$ cat config.mk
export PLATFORM = sky130hd
export DESIGN_NAME = botoes_pulsos
export DESIGN_NICKNAME = d
export VERILOG_FILES = /design/src/rtl/botoes_pkg.sv /design/src/rtl/botoes_pulsos_canal_botao.sv /design/src/rtl/botoes_pulsos.sv
export SDC_FILE = /design/constraint.sdc
export NUM_CORES = 1
export LEC_CHECK = 0
export BUFFER_PORTS_ARGS = -buffer_cell sky130_fd_sc_hd__buf_4
export CAP_MARGIN = 20
export CORE_MARGIN = 2
export CORE_UTILIZATION = 49
export CTS_BUF_LIST = sky130_fd_sc_hd__clkbuf_4
export DETAILED_ROUTE_END_ITERATION = 8
export PLACE_DENSITY = 0.7
export SKIP_CTS_REPAIR_TIMING = 1
export SLEW_MARGIN = 25
export SYNTH_ARGS = -nofsm -noshare
export SYNTH_HDL_FRONTEND = slang
export SYNTH_SLANG_ARGS = --single-unit
export TNS_END_PERCENT = 1
$ cat constraint.sdc
create_clock -name clk -period 2.2 [get_ports clk]
set_input_delay 0.44 -clock clk [delete_from_list [all_inputs] [get_ports clk]]
set_output_delay 0.44 -clock clk [all_outputs]
set_load 0.005 [all_outputs]
$ cat src/rtl/botoes_pkg.sv
// Shared types and default timing constants for the push-button front end.
package botoes_pkg;

  typedef enum logic [1:0] {
    IDLE   = 2'd0,
    DELAY  = 2'd1,
    REPEAT = 2'd2
  } estado_t;

  localparam int DEF_DEBOUNCE_CYCLES = 50000;
  localparam int DEF_REPEAT_DELAY    = 25000000;
  localparam int DEF_REPEAT_PERIOD   = 5000000;
  localparam int DEF_CNT_W           = 32;

endpackage

$ cat src/rtl/botoes_pulsos_canal_botao.sv
// One button channel: 2-flop synchroniser, debounce filter and auto-repeat FSM.
// req is combinational; the top registers it after mutual exclusion.
module canal_botao
  import botoes_pkg::*;
#(
  parameter int DEBOUNCE_CYCLES = DEF_DEBOUNCE_CYCLES,
  parameter int REPEAT_DELAY    = DEF_REPEAT_DELAY,
  parameter int REPEAT_PERIOD   = DEF_REPEAT_PERIOD,
  parameter int CNT_W           = DEF_CNT_W
) (
  input  logic clk,
  input  logic rst_n,
  input  logic btn,
  output logic st,
  output logic req
);

  localparam logic [CNT_W-1:0] DB_MAX  = CNT_W'(DEBOUNCE_CYCLES - 1);
  localparam logic [CNT_W-1:0] RD_MAX  = CNT_W'(REPEAT_DELAY - 1);
  localparam logic [CNT_W-1:0] RP_MAX  = CNT_W'(REPEAT_PERIOD - 1);

  logic             s1, s2;
  logic [CNT_W-1:0] dc, rc, rc_nxt;
  estado_t          estado, estado_nxt;
  logic             flip, fall;

  assign flip = (s2 != st) && (dc == DB_MAX);
  // Release takes the FSM to IDLE on the very edge st drops, so a repeat
  // strobe that would land on that edge is suppressed.
  assign fall = st && flip;

  always_ff @(posedge clk) begin
    if (!rst_n) begin
      s1     <= 1'b0;
      s2     <= 1'b0;
      st     <= 1'b0;
      dc     <= '0;
      rc     <= '0;
      estado <= IDLE;
    end else begin
      s1 <= btn;
      s2 <= s1;
      if (s2 == st) begin
        dc <= '0;
      end else if (flip) begin
        st <= s2;
        dc <= '0;
      end else begin
        dc <= dc + 1'b1;
      end
      estado <= estado_nxt;
      rc     <= rc_nxt;
    end
  end

  always_comb begin
    estado_nxt = estado;
    rc_nxt     = rc;
    req        = 1'b0;
    case (estado)
      IDLE: begin
        // st can only be high in IDLE right after its rising edge
        if (st && !fall) begin
          req        = 1'b1;
          rc_nxt     = '0;
          estado_nxt = DELAY;
        end
      end
      DELAY: begin
        if (!st || fall) begin
          rc_nxt     = '0;
          estado_nxt = IDLE;
        end else if (rc == RD_MAX) begin
          req        = 1'b1;
          rc_nxt     = '0;
          estado_nxt = REPEAT;
        end else begin
          rc_nxt = rc + 1'b1;
        end
      end
      REPEAT: begin
        if (!st || fall) begin
          rc_nxt     = '0;
          estado_nxt = IDLE;
        end else if (rc == RP_MAX) begin
          req    = 1'b1;
          rc_nxt = '0;
        end else begin
          rc_nxt = rc + 1'b1;
        end
      end
      default: begin
        rc_nxt     = '0;
        estado_nxt = IDLE;
      end
    endcase
  end

endmodule

$ cat src/rtl/botoes_pulsos.sv
// Two debounced auto-repeat button channels feeding mutually exclusive,
// registered one-cycle increment/decrement strobes.
module botoes_pulsos
  import botoes_pkg::*;
#(
  parameter int DEBOUNCE_CYCLES = DEF_DEBOUNCE_CYCLES,
  parameter int REPEAT_DELAY    = DEF_REPEAT_DELAY,
  parameter int REPEAT_PERIOD   = DEF_REPEAT_PERIOD,
  parameter int CNT_W           = DEF_CNT_W
) (
  input  logic clk,
  input  logic rst_n,
  input  logic btn_up,
  input  logic btn_down,
  output logic acrescer,
  output logic decrecer
);

  logic st_up, st_down, up_req, down_req;

  canal_botao #(
    .DEBOUNCE_CYCLES(DEBOUNCE_CYCLES),
    .REPEAT_DELAY   (REPEAT_DELAY),
    .REPEAT_PERIOD  (REPEAT_PERIOD),
    .CNT_W          (CNT_W)
  ) u_up (
    .clk  (clk),
    .rst_n(rst_n),
    .btn  (btn_up),
    .st   (st_up),
    .req  (up_req)
  );

  canal_botao #(
    .DEBOUNCE_CYCLES(DEBOUNCE_CYCLES),
    .REPEAT_DELAY   (REPEAT_DELAY),
    .REPEAT_PERIOD  (REPEAT_PERIOD),
    .CNT_W          (CNT_W)
  ) u_down (
    .clk  (clk),
    .rst_n(rst_n),
    .btn  (btn_down),
    .st   (st_down),
    .req  (down_req)
  );

  // Coincident requests cancel each other; nothing is deferred.
  always_ff @(posedge clk) begin
    if (!rst_n) begin
      acrescer <= 1'b0;
      decrecer <= 1'b0;
    end else begin
      acrescer <= up_req & st_up & ~down_req;
      decrecer <= down_req & st_down & ~up_req;
    end
  end

endmodule

==> results of run 1 <==
-- path summary, 6_finish.rpt --
check | start | to | slack [ns] | depth (start not counted)
hold reg to reg | u_down.s1 | u_down.s2 | 0.48 | 1
setup reg to reg | u_up.dc[0] | u_up.rc[29] | 0.04 | 6
setup / recovery | u_up.dc[0] | u_up.rc[29] | 0.04 | 6
hold / removal | btn_down | u_down.s1 | 0.07 | 2
-- registers in the layout (all words and copies together), names as in the netlist, 2 cells and up --
name           count
u_up.rc           32
u_up.estado        2
u_down.rc         32
u_up.dc           32
u_down.estado      2
u_down.dc         32
-- cells in the mapped netlist, drive strengths merged (3+ instances only) --
cell | count | area share (%)
a21oi | 10 | 0.64
a221oi | 63 | 9.9
a31o | 4 | 0.56
a31oi | 8 | 0.71
and2 | 13 | 1.0
and3 | 21 | 1.7
and4 | 21 | 2.4
buf | 24 | 2.3
clkbuf | 28 | 1.3
dfxtp | 140 | 36
ha | 12 | 1.9
inv | 29 | 1.4
nand2 | 49 | 2.3
nand3 | 46 | 3.0
nand4 | 53 | 4.6
nand4b | 8 | 0.89
nor2 | 87 | 4.1
nor3 | 19 | 1.3
nor3b | 3 | 0.35
nor4 | 26 | 2.5
nor4b | 6 | 0.67
nor4bb | 3 | 0.38
o2111ai | 4 | 0.44
o211ai | 4 | 0.62
o21ai | 43 | 2.7
o31ai | 17 | 1.6
o32ai | 3 | 0.33
o41ai | 4 | 0.44
or3 | 41 | 3.3
or4 | 20 | 2.0
xnor2 | 37 | 4.1
xor2 | 22 | 2.4
-- through the flow --
step / utilization [%] / setup WS [ns] / hold slack (ns) / instance area, µm²
finish: 58.2 / 0.0355 / 0.0688 / 9220
global route: 58.2 / -0.101 / 0.0392 / 9220
CTS: 57.5 / -0.00128 / 0.0354 / 9110
detailed placement: 55.1 / 0.0114 / 0.466 / 8710
global placement: 55.1 / 0.0739 / 0.466 / 8710
floorplan: - / 0.0636 / 0.412 / 7880
-- worst max-delay path, delay by kind of cell, from the launching register on --
family,cells,cell delay [ns]
and+or+nand+nor,3,0.94
AOI/OAI and AO/OA,2,0.63
DFF,1,0.33
adders and majority gates,1,0.20
-- logic make-up (layout without fill, tap and decap cells) --
family | after synthesis | in the layout | share of synthesized area (%)
compound gates | 169 | 169 | 19.3
mux | 1 | 1 | 0.127
xor+xnor | 59 | 59 | 6.56
fa+ha+maj | 12 | 12 | 1.91
flops | 140 | 140 | 35.6
buf+inv | 81 | 158 | 5.05
simple gates | 425 | 425 | 31.5
other cells | 0 | 1 | 0
-- placed cells by master, fill, tap and decap left out, types with 28 or more instances in the layout --
cell and instances:
dfxtp_1 137, buf_4 87, nor2_1 86, nand4_1 50, nand2_1 49, nand3_1 45, o21ai_0 41, or3_1 40
a221oi_2 38, xnor2_1 37, inv_1 28
-- power groups by stage --
stage	registers [mW]	logic [mW]	clock network (mW)
floorplan	2.60	0.0387	0
detailed placement	2.60	0.0628	0
global placement	2.60	0.0621	0
CTS	2.54	0.0627	2.30
global route	2.54	0.0689	2.41
finish	2.54	0.0630	2.26
-- cell type report --
cell class	count	area (µm²)	share of cell area (%)
Multi-Input combinational cell	666	4800	52.1
Clock inverter	15	267	2.89
Antenna cell	1	2.50	0.0271
Tap cell	216	270	2.93
Sequential cell	140	2810	30.4
Clock buffer	17	128	1.38
Inverter	29	109	1.18
Timing Repair Buffer	97	836	9.07
-- routing by layer --
| metal | GRT usage [%] | vias to the layer above | routed length [µm] |
|---|---|---|---|
| li1 | - | 3556 | - |
| met1 | 31.2 | 3471 | 9080 |
| met2 | 37.8 | 132 | 8890 |
| met3 | 5.17 | 26 | 629 |
| met4 | 7.20 | 0 | 314 |
| met5 | 0 | - | 0 |
==> flow_metrics.env, run 1 <==
export IMPL_outcome="finished clean"
export IMPL_seq_power_share_pct=52.2
export IMPL_fin_nets=967
export IMPL_finalHoldViolCount=0
export IMPL_coreArea_um2=15800
export IMPL_crit_type="register to register"
export IMPL_power_frac_comb_pct=1.3
export IMPL_synth_cell_area_um2=7880
export IMPL_peakVddDrop_mv=0.536
export IMPL_drive_gt1_share_pct=21.7
export IMPL_cp_data_arrival_time_ns=2.67
export IMPL_cts_max_level=4
export IMPL_p_clk_share_pct=46.5
export IMPL_internal_power_mw=3.80
export IMPL_setup_tns_ns=0
export IMPL_vias=7185
export IMPL_power_density_nw_per_um2=528
export IMPL_io_pins=6
export IMPL_synth_distinct_cells=68
export IMPL_cp_end_kind="register"
export IMPL_cp_max_fo=48
export IMPL_async_flop_share_pct=0
export IMPL_grt_setup_unrepaired="yes"
export IMPL_path_cells="ha_1 > and3_4 > and4_1 > a31o_4 > or4_1 > a221oi_2"
export IMPL_die_w_um=131
export IMPL_placed_cells=1148
export IMPL_fin_crit_ns=2.16
export IMPL_clkLatencyLatePin_ns=0.57
export IMPL_vias_per_cell=6.08
export IMPL_first_global_vias=6673
export IMPL_cpPeakStageDelay_ns=0.56
export IMPL_cts_buffers=17
export IMPL_wl_per_cell_um=16.0
export IMPL_clk_path_buf_depth=2
export IMPL_synth_edf_count=0
export IMPL_power_total_mw=4.87
export IMPL_synth_flop_cell="dfxtp_1"
export IMPL_drc=0
export IMPL_postRouteAntennaNets=0
export IMPL_cp_start_kind="register"
export IMPL_switchingPower_mw=1.07
export IMPL_skew_ns=0.0234
export IMPL_avgSynthCellArea_um2=8.89
export IMPL_fmax_ghz=0.462
export IMPL_setup_violations=0
export IMPL_fillerInstances=1405
export IMPL_first_pass_iters=5
export IMPL_rows=46
export IMPL_ys_seq_area_share_pct=35.6
export IMPL_slowest_stage="or4_1"
export IMPL_syn_num_nets=903
export IMPL_maxSlewViolCount=0
export IMPL_clkTransAtPathRegs_ns=0.14
export IMPL_first_iter_violations=602
export IMPL_grtUsageTotal_pct=23.4
export IMPL_syn_to_final_growth_pct=17.0
export IMPL_min_path_type="input pin to register"
export IMPL_crit_required_ns=2.71
export IMPL_dp_hpwl_mm=12.7
export IMPL_yosysWarnings=0
export IMPL_die_area_um2=17100
export IMPL_cap_viol_max_count=0
export IMPL_p_sw_share_pct=21.9
export IMPL_relSlewSlack_pct=64.2
export IMPL_cts_sinks=140
export IMPL_fin_cells=1181
export IMPL_cts_root_buf="clkbuf_4"
export IMPL_synthCells=887
export IMPL_grt_pass1_wl_mm=32.3
export IMPL_gp_congestion=0.852
export IMPL_fp_dieH_um=131
export IMPL_overflow=0
export IMPL_tritoncts="yes"
export IMPL_worst_slew_pin_slew_ns=0.537
export IMPL_wirelength_mm=18.9
export IMPL_port_buffers=5
export IMPL_antenna_found_initial=1
export IMPL_ys_ff_latch=140
export IMPL_period_share_pct=98.4
export IMPL_leakage_nw=2.83
export IMPL_grt_max_degree=49
export IMPL_start_util_pct=49.8
(Power assumes the default switching activity.)
==> run 2: changes to the inputs <==
CELL_PAD_IN_SITES_DETAIL_PLACEMENT = 0   (was unset)
CELL_PAD_IN_SITES_GLOBAL_PLACEMENT = 2   (was unset)
CORE_UTILIZATION = 38   (was 49)
PLACE_DENSITY = 0.82   (was 0.7)
==> flow_metrics.env, run 2 (same netlist as run 1, synthesis figures left out) <==
export IMPL_cts_sinks=140
export IMPL_cp_max_fo=36
export IMPL_power_total_mw=4.38
export IMPL_clkLatencyLatePin_ns=0.56
export IMPL_crit_required_ns=2.68
export IMPL_grtUsageTotal_pct=18.9
export IMPL_wirelength_mm=20.7
export IMPL_gp_congestion=0.762
export IMPL_die_area_um2=21900
export IMPL_first_pass_iters=5
export IMPL_final_common_cell="dfxtp_1"
export IMPL_die_w_um=148
export IMPL_grt_max_degree=49
export IMPL_power_density_nw_per_um2=467
export IMPL_outcome="finished clean"
export IMPL_cpPeakStageDelay_ns=0.53
export IMPL_setup_tns_ns=0
export IMPL_hold_end="u_down.s1"
export IMPL_vias_per_cell=5.72
export IMPL_port_buffers=5
export IMPL_r2r_cells=7
export IMPL_reg2reg_slack_ns=0.06
export IMPL_antenna_found_initial=1
export IMPL_grt_pass1_wl_mm=34.3
export IMPL_setup_violations=0
export IMPL_overflow=0
export IMPL_cp_data_arrival_time_ns=2.63
export IMPL_min_path_type="input pin to register"
export IMPL_maxSlewViolCount=0
export IMPL_syn_to_final_growth_pct=18.8
export IMPL_postLayoutSetupSlackWorst_ns=0.0568
export IMPL_cts_buffers=17
export IMPL_fp_dieH_um=148
export IMPL_rows=52
export IMPL_r2r_start="u_down.estado[1]"
export IMPL_period_share_pct=97.4
export IMPL_first_iter_violations=432
export IMPL_fmax_ghz=0.467
export IMPL_leakage_nw=2.88
export IMPL_vias=7165
export IMPL_placed_cells=1213
export IMPL_cap_viol_max_count=0
export IMPL_worst_slew_pin_slew_ns=0.437
export IMPL_clk_path_buf_depth=2
export IMPL_grt_setup_unrepaired="yes"
export IMPL_cts_max_level=4
export IMPL_layout_common_cells="137 x dfxtp_1, 100 x buf_4, 85 x nor2_1"
export IMPL_cp_end_kind="register"
export IMPL_drive_gt1_share_pct=22.8
export IMPL_tritoncts="yes"
export IMPL_path_cells="inv_1 > ha_1 > and4b_1 > a31o_4 > buf_12 > or4_1 > a221oi_2"
export IMPL_cts_root_buf="clkbuf_4"
export IMPL_cp_top_family="simple AND/OR/NAND/NOR gates"
export IMPL_pre_cts_slack_ns=-0.00854
export IMPL_finalHoldViolCount=0
export IMPL_relSlewSlack_pct=70.5
export IMPL_peakVddDrop_mv=0.253
export IMPL_fin_cells=1253
export IMPL_dp_hpwl_mm=13.8
export IMPL_cp_start_kind="register"
export IMPL_slowest_stage="or4_1"
export IMPL_start_util_pct=38.8
export IMPL_min_from="btn_down"
export IMPL_whs_path_depth=2
export IMPL_clkTransAtPathRegs_ns=0.12
export IMPL_fin_crit_ns=2.14
export IMPL_r2r_end="u_down.rc[31]"
export IMPL_critPathBufInv=2
export IMPL_first_global_vias=6866
export IMPL_drc=0
export IMPL_skew_ns=0.0214
export IMPL_fin_nets=985
export IMPL_postRouteAntennaNets=0
export IMPL_io_pins=6
export IMPL_wl_per_cell_um=16.6
export IMPL_coreArea_um2=20300
export IMPL_crit_type="register to register"
[run 2: layout make-up]
class                   instances  area, µm²
fillers                      2053      10900
multi-input cells             668       4840
flip-flops and latches        140       2810
repair buffers                113        985
well taps                     270        338
clock inverters                14        151
clock buffers                  18        135
inverters                      29        110
diodes                          1       2.50
[run 2: worst max path at each step]
stage,start,to,cells past startpoint,slack [ns]
after CTS,u_up.dc[0],u_up.rc[26],6,-0.01
after floorplan,u_down.dc[0],u_down.rc[10],7,0.06
after detailed placement,u_up.dc[0],u_up.rc[26],6,-0.009
after global routing,u_up.rc[0],u_up.rc[30],7,-0.08
final,u_down.estado[1],u_down.rc[31],7,0.06
after global placement,u_up.dc[0],u_up.rc[29],6,0.04
[run 2: per-layer routing]
layer | wire length (µm) | GRT usage [%] | vias up | share of wire (%)
met1 | 10300 | 26.1 | 3439 | 49
met4 | 365 | 5.48 | 0 | 1.8
met5 | 0 | 0 | - | 0
met2 | 9500 | 30.0 | 105 | 46
li1 | - | - | 3599 | -
met3 | 626 | 3.70 | 22 | 3.0
[run 2: worst reg2reg max path: stages, from the launching register on]
cell and delay (ns):
dfxtp_1 0.35, inv_1 0.07, ha_1 0.21, and4b_1 0.23, a31o_4 0.28, buf_12 0.16
or4_1 0.54, a221oi_2 0.24
[run 2: power by group]
part           switching, mW  internal, mW
registers            0.00247          2.54
logic                 0.0487        0.0178
clock network          0.987         0.781
[run 2: per-stage QoR]
step	util (%)	hold slack, ns	cell area [µm²]
final	46.1	0.120	9370
after global routing	46.1	0.0662	9370
after CTS	45.2	0.0854	9180
after detailed placement	43.8	0.428	8890
after global placement	43.8	0.419	8890
after floorplan	-	0.412	7880
